$ cat src/rtl/boot_loader_pkg.sv
// Shared types and helpers for the UART boot loader: FSM state encoding,
// failure codes and the bytes-per-word calculation.
package boot_loader_pkg;

    typedef enum logic [2:0] {
        IDLE,
        LEN,
        DATA,
        WRITE,
        CSUM,
        DONE,
        ERR
    } state_t;

    localparam logic [1:0] ERR_NONE    = 2'd0;
    localparam logic [1:0] ERR_OVERRUN = 2'd1;
    localparam logic [1:0] ERR_CSUM    = 2'd2;

    // Number of UART bytes that make up one memory word.
    function automatic int bytes_per_word(input int word_width);
        return word_width / 8;
    endfunction

endpackage

$ cat src/rtl/uart_boot_loader_byte_packer.sv
// MSB-first shift assembler: collects NBYTES bytes into one word and pulses
// word_valid (combinationally) in the cycle the final byte is presented, so
// the assembled word can be captured on that same clock edge.
module byte_packer #(
    parameter int NBYTES = 2
) (
    input  logic                  clk,
    input  logic                  rst,
    input  logic                  clear,
    input  logic [7:0]            byte_in,
    input  logic                  byte_valid,
    output logic [NBYTES*8-1:0]   word,
    output logic                  word_valid
);

    generate
        if (NBYTES == 1) begin : g_single
            assign word       = byte_in;
            assign word_valid = byte_valid;
        end else begin : g_multi
            localparam int CNT_W = $clog2(NBYTES);
            localparam logic [CNT_W-1:0] LAST = CNT_W'(NBYTES - 1);

            logic [(NBYTES-1)*8-1:0] shift;
            logic [CNT_W-1:0]        count;

            // The newest byte lands in the low lane; older bytes come from the shifter.
            assign word       = {shift, byte_in};
            assign word_valid = byte_valid && (count == LAST);

            // Byte counter and shifter; stale bytes are overwritten by the next word.
            always_ff @(posedge clk or posedge rst) begin
                // NOTE: sequential state uses non-blocking assignments so every
                // register in the block samples its pre-edge value.
                if (rst) begin
                    shift <= '0;
                    count <= '0;
                end else if (clear) begin
                    shift <= '0;
                    count <= '0;
                end else if (byte_valid) begin
                    shift <= word[(NBYTES-1)*8-1:0];
                    count <= (count == LAST) ? '0 : count + CNT_W'(1);
                end
            end
        end
    endgenerate

endmodule

$ cat src/rtl/uart_boot_loader.sv
// UART byte stream to memory word writer. Optionally framed by a word-count
// header and trailing 8-bit checksum; holds the CPU in reset during a load.
module uart_boot_loader
    import boot_loader_pkg::*;
#(
    parameter int                    WORD_WIDTH = 16,
    parameter int                    ADDR_WIDTH = 25,
    parameter logic [ADDR_WIDTH-1:0] BASE_ADDR  = '0,
    parameter bit                    HEADER_EN  = 1'b1,
    parameter int                    LEN_BYTES  = 2
) (
    input  logic                  clk,
    input  logic                  rst,
    input  logic                  load_en,
    input  logic [7:0]            rx_byte,
    input  logic                  rx_valid,
    input  logic                  mem_ack,
    output logic                  mem_req,
    output logic                  mem_write_en,
    output logic [ADDR_WIDTH-1:0] mem_addr,
    output logic [WORD_WIDTH-1:0] mem_data,
    output logic                  cpu_hold,
    output logic                  busy,
    output logic                  done,
    output logic                  error,
    output logic [1:0]            err_code,
    output logic [ADDR_WIDTH-1:0] word_count
);

    localparam int BPW   = bytes_per_word(WORD_WIDTH);
    localparam int LEN_W = LEN_BYTES * 8;
    localparam int CMP_W = (LEN_W > ADDR_WIDTH) ? LEN_W : ADDR_WIDTH;

    state_t state, state_next;

    logic                  load_en_d;
    logic                  load_go;
    logic                  skid_full;
    logic [7:0]            skid_byte;
    logic                  byte_avail;
    logic [7:0]            byte_sel;
    logic                  len_byte_valid;
    logic                  data_byte_valid;
    logic [LEN_W-1:0]      len_word;
    logic                  len_valid;
    logic [WORD_WIDTH-1:0] data_word;
    logic                  data_valid;
    logic [LEN_W-1:0]      len;
    logic [7:0]            csum;
    logic                  ack_fire;
    logic                  overrun;
    logic [ADDR_WIDTH-1:0] wc_inc;
    logic                  last_word;

    // A load starts only from IDLE on the rising edge of load_en.
    assign load_go = load_en && !load_en_d && (state == IDLE);

    // A buffered byte is always older than the one on rx, so it is consumed first.
    assign byte_avail = skid_full | rx_valid;
    assign byte_sel   = skid_full ? skid_byte : rx_byte;

    assign len_byte_valid  = (state == LEN)  && load_en && byte_avail;
    assign data_byte_valid = (state == DATA) && load_en && byte_avail;

    assign ack_fire  = (state == WRITE) && mem_req && mem_ack;
    assign overrun   = (state == WRITE) && rx_valid && skid_full;
    assign wc_inc    = word_count + ADDR_WIDTH'(1);
    assign last_word = HEADER_EN && (CMP_W'(wc_inc) == CMP_W'(len));

    assign mem_write_en = mem_req;

    byte_packer #(.NBYTES(LEN_BYTES)) u_len_packer (
        .clk        (clk),
        .rst        (rst),
        .clear      (load_go),
        .byte_in    (byte_sel),
        .byte_valid (len_byte_valid),
        .word       (len_word),
        .word_valid (len_valid)
    );

    byte_packer #(.NBYTES(BPW)) u_data_packer (
        .clk        (clk),
        .rst        (rst),
        .clear      (load_go),
        .byte_in    (byte_sel),
        .byte_valid (data_byte_valid),
        .word       (data_word),
        .word_valid (data_valid)
    );

    // State register.
    always_ff @(posedge clk or posedge rst) begin
        if (rst) state <= IDLE;
        else     state <= state_next;
    end

    // Next-state decision; a dropped load_en wins over incoming bytes.
    always_comb begin
        // NOTE: assigning a default before the case keeps this block free of
        // inferred latches when a branch leaves the state unchanged.
        state_next = state;
        case (state)
            IDLE: if (load_go) state_next = HEADER_EN ? LEN : DATA;
            LEN: begin
                if (!load_en)       state_next = IDLE;
                else if (len_valid) state_next = (len_word == '0) ? CSUM : DATA;
            end
            DATA: begin
                if (!load_en)        state_next = HEADER_EN ? IDLE : DONE;
                else if (data_valid) state_next = WRITE;
            end
            WRITE: begin
                if (overrun)         state_next = ERR;
                else if (ack_fire) begin
                    if (!load_en)       state_next = IDLE;
                    else if (last_word) state_next = CSUM;
                    else                state_next = DATA;
                end
            end
            CSUM: begin
                if (!load_en)        state_next = IDLE;
                else if (byte_avail) state_next = (byte_sel == csum) ? DONE : ERR;
            end
            DONE, ERR: if (!load_en) state_next = IDLE;
            default: state_next = IDLE;
        endcase
    end

    // Status outputs decoded from the current state.
    always_comb begin
        busy     = (state != IDLE);
        cpu_hold = !(state inside {IDLE, DONE, ERR});
    end

    // Datapath: skid buffer, checksum, length, memory port and sticky status.
    always_ff @(posedge clk or posedge rst) begin
        if (rst) begin
            load_en_d  <= 1'b0;
            skid_full  <= 1'b0;
            skid_byte  <= '0;
            len        <= '0;
            csum       <= '0;
            mem_req    <= 1'b0;
            mem_addr   <= '0;
            mem_data   <= '0;
            done       <= 1'b0;
            error      <= 1'b0;
            err_code   <= ERR_NONE;
            word_count <= '0;
        end else begin
            load_en_d <= load_en;
            case (state)
                IDLE: begin
                    if (load_go) begin
                        skid_full  <= 1'b0;
                        len        <= '0;
                        csum       <= '0;
                        done       <= 1'b0;
                        error      <= 1'b0;
                        err_code   <= ERR_NONE;
                        word_count <= '0;
                    end
                end
                LEN: begin
                    if (len_valid) len <= len_word;
                end
                DATA: begin
                    if (!load_en) begin
                        skid_full <= 1'b0;
                        if (!HEADER_EN) done <= 1'b1;
                    end else if (byte_avail) begin
                        csum <= csum + byte_sel;
                        // A buffered byte was just consumed; a fresh rx byte refills it.
                        skid_full <= skid_full & rx_valid;
                        if (rx_valid) skid_byte <= rx_byte;
                        if (data_valid) begin
                            mem_data <= data_word;
                            mem_addr <= BASE_ADDR + word_count;
                            mem_req  <= 1'b1;
                        end
                    end
                end
                WRITE: begin
                    if (ack_fire) begin
                        mem_req    <= 1'b0;
                        word_count <= wc_inc;
                    end
                    if (rx_valid) begin
                        if (skid_full) begin
                            mem_req  <= 1'b0;
                            error    <= 1'b1;
                            err_code <= ERR_OVERRUN;
                        end else begin
                            skid_full <= 1'b1;
                            skid_byte <= rx_byte;
                        end
                    end
                end
                CSUM: begin
                    if (load_en && byte_avail) begin
                        skid_full <= 1'b0;
                        if (byte_sel == csum) begin
                            done <= 1'b1;
                        end else begin
                            error    <= 1'b1;
                            err_code <= ERR_CSUM;
                        end
                    end
                end
                default: ;
            endcase
        end
    end

endmodule

$ cat config.mk
export PLATFORM = sky130hd
export DESIGN_NAME = uart_boot_loader
export DESIGN_NICKNAME = d
export VERILOG_FILES = /design/src/rtl/boot_loader_pkg.sv /design/src/rtl/uart_boot_loader_byte_packer.sv /design/src/rtl/uart_boot_loader.sv
export SDC_FILE = /design/constraint.sdc
export NUM_CORES = 1
export LEC_CHECK = 0
export BUFFER_PORTS_ARGS = -buffer_cell sky130_fd_sc_hd__buf_4
export CORE_ASPECT_RATIO = 0.5
export CORE_UTILIZATION = 45
export DETAILED_ROUTE_END_ITERATION = 8
export PLACE_DENSITY_LB_ADDON = 0.2
export REMOVE_ABC_BUFFERS = 1
export SYNTH_ARGS = -nofsm -noshare
export SYNTH_HDL_FRONTEND = slang
export SYNTH_SLANG_ARGS = --single-unit
$ cat constraint.sdc
create_clock -name clk -period 9.7 [get_ports clk]
set_input_delay 0.97 -clock clk [delete_from_list [all_inputs] [get_ports clk]]
set_output_delay 0.97 -clock clk [all_outputs]
set_load 0.02 [all_outputs]
# Yosys cells after proc, flatten, opt, wreduce, memory -nomap -nowiden
# Cells that the tools add are included.
# word_totals
output_inout_bits	74
inputBits	13
word_cells	156
reg_bits	126
# classes
addsub	4
n_eq_ne	26
reduce_logical	39
n_bitwise	2
mux	68
# ops
op	count
$mux W8	12
$mux W25	2
$pmux W25 S2	1
$mux W3	13
$mux W16	2
$pmux W16 S2	1
$pmux W8 S2	2
$ne A2 B2 Y1 const B	13
$add A25 B1 Y25 const B	1
$eq A25 B16 Y1	1
$mux W1	23
$pmux W3 S6	1
$logic_not A16 Y1	1
$reduce_and A4 Y1	4
$ne A3 B3 Y1 const B	5
$reduce_bool A2 Y1	7
$logic_and A1 B1 Y1	13
$mux W2	6
$reduce_and A6 Y1	2
$reduce_and A5 Y1	2
$eq A3 B3 Y1 const B	3
$reduce_bool A3 Y1	3
$add A8 B8 Y8	1
$eq A8 B8 Y1	1
other kinds (14)	19

# Logic depth before layout (Yosys ltp)
# logic_depth
depth_word	8
depth_mapped	13
ltp_nobuf	11

# Modules after synthesis
# From an unflattened synthesis, not the netlist that was laid out.
# unflattened
cells_unflattened	663
area_unflattened_um2	6670.1
# modules_own_cells
mod	cells_per_inst	n_inst	seq_area_each_um2	area_each_um2
uart_boot_loader	585	1	2702.6	5801.8
byte_packer	39	2	225.2	434.2

# Least setup slack after synthesis
# Ideal clock, no wire load.
# synth_timing
path_type	in2reg
startpoint	input port rx_byte[1]
endpoint	register csum[7]
setup_ns	0.125
arrival_time_ns	3.221
path_buffers	0
required_ns	9.575
path_slack_ns	6.354
path_stages	10
cell_sequence	mux2i_1 > inv_1 > ha_1 > a21o_1 > a21oi_1 > o21bai_1 > a2111oi_0 > o21ai_0 > a31o_2 > mux2_2
# synth_between
elab_chain_cells	5
# synth_lines
item	line_no	source
start, declared	uart_boot_loader.sv:15	input logic [7:0] rx_byte,
$mux W8	-	
via byte_sel[1]	uart_boot_loader.sv:41	logic [7:0] byte_sel;
$add A8 B8 Y8	uart_boot_loader.sv:173	csum <= csum + byte_sel;
$mux W8	uart_boot_loader.sv:172	end else if (byte_avail) begin
$mux W8	uart_boot_loader.sv:169	if (!load_en) begin
$pmux W8 S2	uart_boot_loader.sv:153	case (state)
end signal, assigned	uart_boot_loader.sv:173	
end, declared	uart_boot_loader.sv:49	logic [7:0] csum;
# The timed path passes the listed nets, and every way through them passes these cells. The select of a mux whose other input is x is not followed.
# A chain may end at the register's enable or synchronous reset.

# Worst setup path in the final report
# layout_timing
startpoint	register skid_full
endpoint	register csum[7]
# layout_between
elab_chain_cells	5
elab_cells_between_ends	8
cone_classes	1 x add/sub; 1 x eq/ne; 4 x mux; 1 x bitwise; 1 x reduce/logical
# layout_lines
item	line_no	source
start, declared	uart_boot_loader.sv:38	logic skid_full;
start signal, assigned	uart_boot_loader.sv:175	skid_full <= skid_full & rx_valid;
$mux W8	-	
via byte_sel[1]	uart_boot_loader.sv:41	
$add A8 B8 Y8	uart_boot_loader.sv:173	
$mux W8	uart_boot_loader.sv:172	
$mux W8	uart_boot_loader.sv:169	
$pmux W8 S2	uart_boot_loader.sv:153	
# The timed path passes the listed nets, and every way through them passes these cells. The select of a mux whose other input is x is not followed.

==> flow_summary.json <==
{
  "first_global_vias": 4922,
  "async_reset_ff_share_pct": 100,
  "use_met2_pct": 33.5,
  "drt_first_pass_iters": 4,
  "grt_first_pass_wirelength_um": 25600,
  "drt_iter0_markers": 293,
  "antenna_found_initial": 0,
  "gr-usage-met3_pct": 4.95,
  "wl_per_cell_um": 16.8,
  "dominantRegCellSynth": "dfrtp_1",
  "grt.total_usage_pct": 22.1,
  "clock-root-buffer": "clkbuf_16",
  "worst_ir_drop_vdd_mv": 0.145,
  "p_per_area_mw_per_mm2": 277,
  "post_cts_resized": 0,
  "clk_path_buf_depth": 2,
  "final-setup-viol-count": 0,
  "post-cts-setup-buffers": 0,
  "portBuffers": 86,
  "initial_core_util_pct": 47.1,
  "worst_slew_pin_slew_ps": 1130,
  "worst_hold_path_type": "register to register",
  "fp-row-count": 30,
  "nets": 726,
  "number_of_enable_type_register_cells_in_the_synthesized_netlist": 0,
  "worst_setup_hold_path_clk_slew_ps": 60,
  "final_layout_size_suffix_gt1_share_pct": 26.6,
  "status": "completed",
  "insertedDiodeCount": 0,
  "syn_inst": 634,
  "drcViolationCount": 0,
  "crit_path_start_kind": "register",
  "grt_remaining_overflow": 0,
  "timing.max_cap.violations": 0,
  "sequential_cell_area_sq_mm": 0.00315,
  "filler_instances": 1246,
  "cp_data_arrival_time_ps": 4160,
  "grt-busiest-layer": "met2",
  "ctsHtreeMaxLevel": 4,
  "post-route-worst-setup-slack_ps": 5840,
  "tritoncts": "built",
  "wire_length_reported_by_the_detailed_router_um": 15200,
  "gpl.final_weighted_congestion": 0.842,
  "via_per_inst": 5.56,
  "placement.setup.worst_slack_ps": 5860,
  "post_synth.cell_area_avg_sq_um": 10.3,
  "met1_usage_pct": 31.5,
  "finalClockSkew_ps": 10.5,
  "rr_worst_depth": 10,
  "finalHoldViolCount": 0,
  "critical_path_required_ps": 10000,
  "fmax_mhz": 259,
  "postLayoutCellArea_sq_mm": 0.00784,
  "final_antenna_net_count": 0,
  "fin_total_pwr_mw": 2.17,
  "yosysWarnings": 0,
  "final-max-slew-violation-count": 0,
  "chipHeight_um": 87,
  "synthesis.area_sq_mm": 0.00650,
  "total_leakage_power_nw": 3.65,
  "worstPathMaxFanout": 16,
  "clock_sinks": 126,
  "grt_setup_unrepaired": "false",
  "floorplan.io_pins": 87,
  "post_cts_hold_buffer_count": 0,
  "period_minus_slack_ps": 3860,
  "timing.slew.headroom_pct": 24.3,
  "die-area_sq_mm": 0.0150,
  "synth-seq-cells": 126,
  "area_delta_synth_final_pct": 20.6,
  "end_kind": "register",
  "place.detailed.hpwl_um": 9990,
  "timing.setup.critical_path_class": "register to register",
  "area_of_the_core_region_sq_mm": 0.0138,
  "whs_ps": 482,
  "clock_insertion_delay_worst_skew_ps": 420,
  "synth_seq_area_share_pct": 48.5,
  "detailroute.via_count": 5057,
  "synth_cell_types": 63,
  "chipWidth_um": 172,
  "number_of_buffers_added_by_the_clock_tree_synthesis_step": 17,
  "period_share_pct": 39.8,
  "multi_input_gate_area_in_the_final_layout_sq_mm": 0.00307,
  "timing.hold.worst_path_depth": 2,
  "totalNegativeSetupSlack_ps": 0,
  "placed_cell_area_sq_mm": 0.00724,
  "pin_count_of_the_biggest_net_entering_global_routing": 58
}
synth_stat cells (3+ instances only):
cell type	n	area (sq um)
nor4_4	3	63.8
a211oi_1	18	135
ha_1	8	100
nor4_1	5	31.3
and3_1	5	31.3
a21oi_1	25	125
a311oi_1	3	26.3
o21bai_1	4	30.0
buf_6	4	45.0
o31ai_1	16	120
and2_1	3	18.8
a31oi_1	4	25.0
a21o_1	3	22.5
mux2_2	44	495
nor2b_1	4	25.0
nand2b_1	3	18.8
buf_2	5	25.0
nand3_1	12	60.1
xnor2_1	21	184
nand4_1	11	68.8
a22o_1	8	70.1
a31o_2	3	26.3
mux2i_1	11	110
clkbuf_1	26	97.6
nand2_1	61	229
o21ai_0	62	310
buf_4	3	22.5
dfrtp_1	126	3150
and4_1	6	52.6
nor3_1	8	40.0
buf_1	4	15.0
inv_1	16	60.1
nor2_1	48	180
xor2_1	17	149
path summary, 6_finish.rpt:
kind	from	end	slack, ps
max	skid_full	csum[7]	5840
max reg2reg	skid_full	csum[7]	5840
min	mem_data[3]	mem_data[3]	480
min reg2reg	mem_data[3]	mem_data[3]	480
max in group asynchronous	rst	u_len_packer.g_multi.shift[1]	7510
min in group asynchronous	rst	mem_data[5]	520
placed cells by master, fill, tap and decap left out, types with 3 or more instances in the layout:
cell | Yosys | routed
a211oi_1 | 18 | 18
a21o_1 | 3 | 3
a21oi_1 | 25 | 24
a22o_1 | 8 | 8
a311oi_1 | 3 | 3
a31o_2 | 3 | 3
a31oi_1 | 4 | 4
and2_1 | 3 | 3
and3_1 | 5 | 5
and4_1 | 6 | 6
buf_4 | 3 | 95
clkbuf_16 | 0 | 17
clkbuf_8 | 1 | 4
clkinvlp_4 | 0 | 4
dfrtp_1 | 126 | 126
ha_1 | 8 | 8
inv_1 | 16 | 15
mux2_2 | 44 | 44
mux2i_1 | 11 | 11
nand2_1 | 61 | 61
nand2b_1 | 3 | 3
nand3_1 | 12 | 12
nand4_1 | 11 | 11
nor2_1 | 48 | 47
nor2b_1 | 4 | 4
nor3_1 | 8 | 7
nor4_1 | 5 | 5
nor4_4 | 3 | 3
o21ai_0 | 62 | 62
o21bai_1 | 4 | 4
o31ai_1 | 16 | 16
xnor2_1 | 21 | 21
xor2_1 | 17 | 17
worst max-delay path: stages (launching register included):
cell	delay, ps
dfrtp_1	870
mux2i_1	610
inv_1	180
ha_1	350
a21o_1	170
a21oi_1	220
o21bai_1	110
a2111oi_0	500
o21ai_0	220
a31o_2	270
mux2_2	250
final cells by class:
cell class              count  share of cell area, %
clock buffers              23                   6.22
clock inverters             9                   1.39
inverters                  16                  0.798
multi-input cells         448                   39.2
flip-flops and latches    126                   40.2
well taps                 192                   3.06
repair buffers             95                   9.10
through the flow:
stage               cells  util, %
global placement      877     52.4
finish                909     56.8
floorplan             590        -
detailed placement    877     52.4
global route          909     56.8
CTS                   909     56.8
per-layer routing:
| layer | wire (um) | vias to the layer above |
|---|---|---|
| met5 | 0 | - |
| met4 | 227 | 0 |
| li1 | - | 2427 |
| met1 | 7600 | 2485 |
| met2 | 6730 | 124 |
| met3 | 683 | 21 |
registers in the layout, indices dropped and copies added, names as in the netlist:
signal / cells
csum: 8
done: 1
err_code: 2
error: 1
len: 16
load_en_d: 1
mem_addr: 25
mem_data: 16
mem_req: 1
skid_byte: 8
skid_full: 1
state: 3
u_data_packer.g_multi.count: 1
u_data_packer.g_multi.shift: 8
u_len_packer.g_multi.count: 1
u_len_packer.g_multi.shift: 8
word_count: 25
power by group:
part	internal [mW]	leakage, nW	switching, mW
registers	0.666	1.68	0.139
logic	0.331	1.69	0.396
clock network	0.405	0.281	0.235
total	1.40	3.65	0.770
kinds of logic after synthesis:
| group | count (synthesis) | synth area share [%] |
|---|---|---|
| flops | 126 | 48.5 |
| mux | 55 | 9.31 |
| buf+inv | 60 | 4.41 |
| simple gates | 185 | 15.0 |
| compound gates | 161 | 15.8 |
| fa+ha+maj | 9 | 1.85 |
| xor+xnor | 38 | 5.12 |
No activity file was read; power rests on OpenSTA's default activity.
